--- src/rtl/rv32_pkg.sv ---
// Shared RV32 pipeline definitions: ALUOp encodings, control bundle, bubble constant.
// Pure declarations; no timing or backpressure involved.
// Imported by every stage that carries decode control signals.
package rv32_pkg;

   localparam int XLEN_DEF = 32;
   localparam int REG_W    = 5;
   localparam int FUNCT_W  = 4;

   typedef enum logic [1:0] {
      ALU_OP_ADD    = 2'b00,
      ALU_OP_BRANCH = 2'b01,
      ALU_OP_RTYPE  = 2'b10,
      ALU_OP_ITYPE  = 2'b11
   } alu_op_e;

   typedef struct packed {
      logic    branch;
      logic    mem_read;
      logic    mem_to_reg;
      logic    mem_write;
      logic    alu_src;
      logic    reg_write;
      alu_op_e alu_op;
   } ctrl_t;

   // A bubble carries no side effects: nothing written, nothing read from memory.
   localparam ctrl_t CTRL_NOP = '{
      branch:     1'b0,
      mem_read:   1'b0,
      mem_to_reg: 1'b0,
      mem_write:  1'b0,
      alu_src:    1'b0,
      reg_write:  1'b0,
      alu_op:     ALU_OP_ADD
   };

endpackage

--- src/rtl/hazard_detect_unit.sv ---
// Load-use hazard detector: EX load whose rd feeds either ID source register.
// Latency: combinational.
// Backpressure: none; the stage converts load_use into a stall.
module hazard_detect_unit
   import rv32_pkg::*;
(
   input  logic             ex_valid,
   input  logic             ex_mem_read,
   input  logic [REG_W-1:0] ex_rd,
   input  logic             id_valid,
   input  logic [REG_W-1:0] id_rs1,
   input  logic [REG_W-1:0] id_rs2,
   output logic             load_use
);

   logic rd_live;
   logic src_match;

   // Both sources are compared whatever the format; an unused rs2 may stall spuriously.
   assign rd_live   = ex_valid & ex_mem_read & (ex_rd != '0);
   assign src_match = (ex_rd == id_rs1) | (ex_rd == id_rs2);
   assign load_use  = rd_live & id_valid & src_match;

endmodule

--- src/rtl/id_ex_stage.sv ---
// ID/EX pipeline register with load-use bubble insertion, flush and saturating perf counters.
// Latency: 1 cycle from id_* to ex_*.
// Backpressure: hold freezes the stage; load_use or hold deasserts the PC/IF-ID enables unless flushing.
module id_ex_stage
   import rv32_pkg::*;
#(
   parameter int XLEN  = XLEN_DEF,
   parameter int CNT_W = 32
) (
   input  logic               clk,
   input  logic               rst,
   input  logic               id_branch,
   input  logic               id_mem_read,
   input  logic               id_mem_to_reg,
   input  logic               id_mem_write,
   input  logic               id_alu_src,
   input  logic               id_reg_write,
   input  logic [1:0]         id_alu_op,
   input  logic [XLEN-1:0]    id_pc,
   input  logic [XLEN-1:0]    id_rs1_data,
   input  logic [XLEN-1:0]    id_rs2_data,
   input  logic [XLEN-1:0]    id_imm,
   input  logic [REG_W-1:0]   id_rs1,
   input  logic [REG_W-1:0]   id_rs2,
   input  logic [REG_W-1:0]   id_rd,
   input  logic [FUNCT_W-1:0] id_funct,
   input  logic               id_valid,
   input  logic               flush,
   input  logic               hold,
   output logic               ex_branch,
   output logic               ex_mem_read,
   output logic               ex_mem_to_reg,
   output logic               ex_mem_write,
   output logic               ex_alu_src,
   output logic               ex_reg_write,
   output logic [1:0]         ex_alu_op,
   output logic [XLEN-1:0]    ex_pc,
   output logic [XLEN-1:0]    ex_rs1_data,
   output logic [XLEN-1:0]    ex_rs2_data,
   output logic [XLEN-1:0]    ex_imm,
   output logic [REG_W-1:0]   ex_rs1,
   output logic [REG_W-1:0]   ex_rs2,
   output logic [REG_W-1:0]   ex_rd,
   output logic [FUNCT_W-1:0] ex_funct,
   output logic               ex_valid,
   output logic               pc_write_en,
   output logic               if_id_write_en,
   output logic [CNT_W-1:0]   stall_cnt,
   output logic [CNT_W-1:0]   flush_cnt
);

   ctrl_t id_ctrl;
   ctrl_t ex_ctrl;
   logic  load_use;
   logic  advance_en;

   assign id_ctrl = '{
      branch:     id_branch,
      mem_read:   id_mem_read,
      mem_to_reg: id_mem_to_reg,
      mem_write:  id_mem_write,
      alu_src:    id_alu_src,
      reg_write:  id_reg_write,
      alu_op:     alu_op_e'(id_alu_op)
   };

   hazard_detect_unit u_hdu (
      .ex_valid    (ex_valid),
      .ex_mem_read (ex_ctrl.mem_read),
      .ex_rd       (ex_rd),
      .id_valid    (id_valid),
      .id_rs1      (id_rs1),
      .id_rs2      (id_rs2),
      .load_use    (load_use)
   );

   // A flush must always let fetch redirect, even over a stall or hold.
   assign advance_en     = rst | flush | ~(load_use | hold);
   assign pc_write_en    = advance_en;
   assign if_id_write_en = advance_en;

   always_ff @(posedge clk or posedge rst) begin
      if (rst) begin
         ex_ctrl     <= CTRL_NOP;
         ex_valid    <= 1'b0;
         ex_rd       <= '0;
         ex_pc       <= '0;
         ex_rs1_data <= '0;
         ex_rs2_data <= '0;
         ex_imm      <= '0;
         ex_rs1      <= '0;
         ex_rs2      <= '0;
         ex_funct    <= '0;
      end else if (!hold || flush) begin
         // Datapath fields load on every bubble too, so their content stays deterministic.
         ex_pc       <= id_pc;
         ex_rs1_data <= id_rs1_data;
         ex_rs2_data <= id_rs2_data;
         ex_imm      <= id_imm;
         ex_rs1      <= id_rs1;
         ex_rs2      <= id_rs2;
         ex_funct    <= id_funct;
         if (flush || load_use) begin
            ex_ctrl  <= CTRL_NOP;
            ex_valid <= 1'b0;
            ex_rd    <= '0;
         end else begin
            ex_ctrl  <= id_ctrl;
            ex_valid <= id_valid;
            ex_rd    <= id_rd;
         end
      end
   end

   always_ff @(posedge clk or posedge rst) begin
      if (rst) begin
         stall_cnt <= '0;
         flush_cnt <= '0;
      end else if (flush) begin
         if (flush_cnt != '1) flush_cnt <= flush_cnt + CNT_W'(1);
      end else if (!hold && load_use) begin
         if (stall_cnt != '1) stall_cnt <= stall_cnt + CNT_W'(1);
      end
   end

   assign ex_branch     = ex_ctrl.branch;
   assign ex_mem_read   = ex_ctrl.mem_read;
   assign ex_mem_to_reg = ex_ctrl.mem_to_reg;
   assign ex_mem_write  = ex_ctrl.mem_write;
   assign ex_alu_src    = ex_ctrl.alu_src;
   assign ex_reg_write  = ex_ctrl.reg_write;
   assign ex_alu_op     = ex_ctrl.alu_op;

endmodule

--- config.mk ---
export PLATFORM = sky130hd
export DESIGN_NAME = id_ex_stage
export DESIGN_NICKNAME = d
export VERILOG_FILES = /design/src/rtl/rv32_pkg.sv /design/src/rtl/hazard_detect_unit.sv /design/src/rtl/id_ex_stage.sv
export SDC_FILE = /design/constraint.sdc
export NUM_CORES = 1
export LEC_CHECK = 0
export CAP_MARGIN = 20
export CORE_MARGIN = 1.5
export CORE_UTILIZATION = 43
export CTS_CLUSTER_DIAMETER = 30
export DETAILED_ROUTE_END_ITERATION = 7
export PLACE_DENSITY_LB_ADDON = 0.25
export SYNTH_ARGS = -nofsm -noshare
export SYNTH_HDL_FRONTEND = slang
export SYNTH_SLANG_ARGS = --single-unit
--- constraint.sdc ---
create_clock -name clk -period 10.3 [get_ports clk]
set_clock_uncertainty 0.1 [all_clocks]
set_input_delay 2.06 -clock clk [delete_from_list [all_inputs] [get_ports clk]]
set_output_delay 2.06 -clock clk [all_outputs]
set_load 0.03 [all_outputs]
[Yosys cells after proc, flatten, opt, wreduce, memory -nomap -nowiden]
Cells that the tools add are included.
Cells by class
  $add $sub $neg: 2
  eq/ne operators: 4
  mux-type cells: 3
  bitwise operators: 10
  reduce and logical (&&, ||, !) cells: 7
Operators by type and width (number)
  adder 32 x 1 -> 32 bit (second input constant): 2
  inequality test 32 bit (second input constant): 2
  == test 5 bit: 2
  two-way mux 8 bit: 1
  two-way mux 5 bit: 1
  nonzero test 5 bit: 1
  bitwise AND 1 bit: 4
  OR 1 bit: 4
  AND reduction 3 bit: 1
  logical OR 1 bit: 2
  NOT 1 bit: 2
  AND reduction 2 bit: 1
  logical AND 1 bit: 1
  logical NOT 1 bit: 1
  two-way mux 1 bit: 1
Word-level totals
  bits in registers: 220
  input port bits: 160
  logic and storage cells: 44

[Longest topological paths before layout]
  depth after elaboration: 7
  gate-level depth with buffers: 8
  depth with buffers taken out: 7

[Hierarchy]
From an unflattened synthesis, not the netlist that was laid out.
Second synthesis, totals
  cells, all modules: 958
  area, all modules: 9078.7 sq um
By module, submodules not included
  id_ex_stage: times used 1, cells each 941, area an instance 8949.8 sq um, seq. area each 5505.3 sq um
  hazard_detect_unit: times used 1, cells each 17, area an instance 128.9 sq um, seq. area each 0.0 sq um

[Worst setup path before layout]
No wires, ideal clock.
  path kind: input-to-output
  start point: input port id_rs1[0]
  end point: output port pc_write_en
  data arrival time: 3.607 ns
  required time: 8.140 ns
  path slack: 4.533 ns
  stages: 6
  buffers on the path: 1
  path through: xor2_1 -> nor3_1 -> a22oi_1 -> nor2_1 -> o21ai_0 -> buf_4
On the way
  longest elaborated chain between the ends: 6
RTL lines
  from (decl): line id_ex_stage.sv:23  | input logic [REG_W-1:0] id_rs1,
  == test 5 bit: line hazard_detect_unit.sv:21  | assign src_match = (ex_rd == id_rs1) | (ex_rd == id_rs2);
  OR 1 bit: line hazard_detect_unit.sv:21
  bitwise AND 1 bit: line hazard_detect_unit.sv:22  | assign load_use = rd_live & id_valid & src_match;
  OR 1 bit: line id_ex_stage.sv:78  | assign advance_en = rst | flush | ~(load_use | hold);
  NOT 1 bit: line id_ex_stage.sv:78
  OR 1 bit: line id_ex_stage.sv:78
  to (decl): line id_ex_stage.sv:46  | output logic pc_write_en,
Every way passes these cells.

[Worst setup path after layout]
  start point: input port id_rs1[4]
  end point: output port pc_write_en
Same word-level chain as after synthesis.

==> flow_metrics.py <==
metrics = {
    "detailed_routing": {
        "first_pass_iters": 4,
        "drc": 0,
        "wl_per_cell_um": 16.94,
        "vias": 7992,
        "drtIter0Drc": 372,
        "avgViaCountPerCell": 4.841,
        "wirelength_mm": 27.97,
        "postRouteAntennaNets": 0,
    },
    "floorplanning": {
        "initial_utilization_pct": 44.06,
        "coreArea_sq_um": 20360,
        "die_y_um": 147.5,
        "rows": 52,
        "num_io_pins": 382,
        "die-area_sq_um": 21740,
        "die_w_um": 147.5,
    },
    "final_layout": {
        "area_growth_pct": 62.73,
        "nFillCells": 1500,
        "multi_input_area_sq_um": 3309,
        "fin_util_pct": 71.69,
        "seq_area_sq_um": 5505,
        "drive_gt1_share_pct": 7.273,
        "fin_nets": 1501,
    },
    "sta": {
        "period_minus_slack_ns": 6.763,
        "clock.fmax_mhz": 147.9,
        "max-slew-margin-rel_pct": 29.97,
        "tightest_slew_ns": 1.050,
        "period_share_pct": 65.66,
        "setup_viol": 0,
        "slew_violations": 0,
        "grt_setup_unrepaired": "false",
        "hold_ws_ns": 0.3606,
        "hold_viol": 0,
        "tns_ns": 0,
    },
    "place": {
        "hpwl_mm": 19.73,
        "io_buffers": 381,
        "gp_congestion": 0.8388,
    },
    "clock_tree": {
        "ctsRootBufferMaster": "clkbuf_16",
        "h-tree-depth": 2,
        "clk_latency_ns": 0.52,
        "cts_buffers": 45,
        "cts.repair.resized": 0,
        "cts_sinks": 220,
        "cts.reportedPaths.clkPinSlew_ns": 0.05,
        "post_cts_buffers": 0,
        "clock_path_buffers": 3,
        "tritoncts": "yes",
        "cts_hold_buf": 0,
    },
    "synth": {
        "yosysTopAreaCellShare_pct": 61.36,
        "ys_types": 40,
        "synth_area_leaders": "dfrtp_1 61%, nand2_1 19%, xnor2_1 5.1%",
        "synthFlopType": "dfrtp_1",
        "synth_seq_cells": 220,
        "synthesis.area_sq_um": 8972,
        "ys_seq_area_share_pct": 61.36,
        "synth.avg_cell_area_sq_um": 9.515,
        "yosysMostFrequentCell": "nand2_1",
        "synth_edf_count": 0,
        "synthesis.instances": 943,
        "yosys.area.top_type": "dfrtp_1",
        "synthesis.nets": 1105,
        "yosysWarnings": 0,
        "synth_common_cells": "456 x nand2_1, 220 x dfrtp_1, 52 x xnor2_1, 31 x clkbuf_1, 30 x nand4_1",
        "async_reset_ff_share_pct": 100.0,
    },
    "global_route": {
        "grt_max_degree": 101,
        "track_usage_pct": 25.76,
        "antenna_found_initial": 6,
        "grt_overflow": 0,
        "grt_pass1_vias": 8155,
        "grt_pass1_wl_mm": 43.50,
    },
    "worst_setup_path": {
        "cp_max_fo": 2,
        "cp.arrival_ns": 4.60,
        "crit_path_end_kind": "output pin",
        "crit_start": "id_rs1[4]",
        "cp-start-kind": "input port",
        "r2r_end": "stall_cnt[1]$_DFFE_PP0P_",
        "rr_worst_depth": 6,
        "r2r_start": "ex_rd[0]$_DFFE_PP0P_",
        "worstSetupEndpoint": "pc_write_en",
        "worst_ep_required_time_ns": 8.14,
        "criticalPathCategory": "in -> out",
        "r2r_slack_ns": 7.73,
    },
    "power": {
        "ir_worst_vdd_mv": 0.1715,
        "power.density_nw_per_um2": 195.5,
        "swShare_pct": 26.67,
        "power.share.combinational_pct": 15.5,
        "p_clk_share_pct": 50.2,
        "p_seq_share_pct": 34.2,
        "p_leak_nw": 6.765,
        "finalPower_mw": 2.855,
        "p_sw_mw": 0.7615,
        "power.internal_mw": 2.093,
    },
    "worst_hold_path": {
        "holdPathStages": 2,
        "hp-class": "reg -> reg",
    },
    "status": {
        "status": "finished, final reports clean",
    },
    "run": {
        "cap_violations": 0,
    },
}
==> per-stage QoR <==
step	worst slack (ns)	instance area, sq um	std cells
after floorplan	2.119	8972	943
after global placement	3.539	13050	1561
after CTS	3.553	14570	1644
after detailed placement	3.582	13050	1561
after global routing	3.511	14600	1650
final	3.537	14600	1651
==> critical path: stages <==
cell and delay, ns:
clkdlybuf4s50_1 0.51, xor2_1 0.18, nor3_1 0.11, a22oi_1 0.37, nor2_1 0.17, o21ai_0 0.43, clkdlybuf4s50_1 0.77
==> worst min path at each step <==
stage / slack [ns] / startpoint / endpoint
final: 0.36 / ex_pc[13]$_DFFE_PP0P_ / ex_pc[13]$_DFFE_PP0P_
after global routing: 0.37 / ex_imm[7]$_DFFE_PP0P_ / ex_imm[7]$_DFFE_PP0P_
after CTS: 0.36 / ex_imm[31]$_DFFE_PP0P_ / ex_imm[31]$_DFFE_PP0P_
after detailed placement: 0.35 / ex_imm[5]$_DFFE_PP0P_ / ex_imm[5]$_DFFE_PP0P_
after global placement: 0.35 / ex_pc[9]$_DFFE_PP0P_ / ex_pc[9]$_DFFE_PP0P_
after floorplan: 0.55 / ex_imm[0]$_DFFE_PP0P_ / ex_imm[0]$_DFFE_PP0P_
==> cells in the final DEF (no fill, tap or decap), types with 13 or more instances in the layout <==
cell / count
nand2_1: 456
clkdlybuf4s50_1: 381
dfrtp_1: 220
xnor2_1: 52
clkbuf_16: 45
nand4_1: 30
nand3_1: 28
nor2_1: 21
xor2_1: 19
nor3_1: 14
a22o_1: 14
clkinv_2: 13
==> logic make-up after synthesis <==
family                   count (synthesis)  synth area share, %
multiplexers                             1               0.1255
flip-flops                             220                61.36
adder cells (fa/ha/maj)                  2               0.2789
buffers and inverters                   46                2.022
XOR/XNOR                                71                6.931
AND/OR/NAND/NOR                        580                27.08
AO/OA/AOI/OAI                           23                2.203
==> layout make-up <==
class / instances / area share [%]
multi-input combinational: 677 / 22.67
sequential: 220 / 37.71
antenna: 6 / 0.1028
clock inverter: 27 / 2.065
inverter: 7 / 0.2314
timing repair buffer: 388 / 26.51
clock buffer: 56 / 8.407
tap: 270 / 2.314
==> layer usage <==
layer	global-route usage (%)	up-vias	part of all wire (%)
met1	29.47	3781	39
met5	0	-	0
li1	-	3830	-
met2	44.53	310	49
met4	12.60	0	4.4
met3	7.130	71	7.7
==> power groups by stage <==
stage                     clock [mW]  sequential, mW  combinational (mW)
final                           1.43           0.977               0.444
after detailed placement           0           0.988               0.446
after CTS                       1.46           0.977               0.449
after global routing            1.51           0.985               0.474
after floorplan                    0            1.11              0.0960
after global placement             0           0.985               0.443
Note: power is estimated with default switching activity, not from simulation.
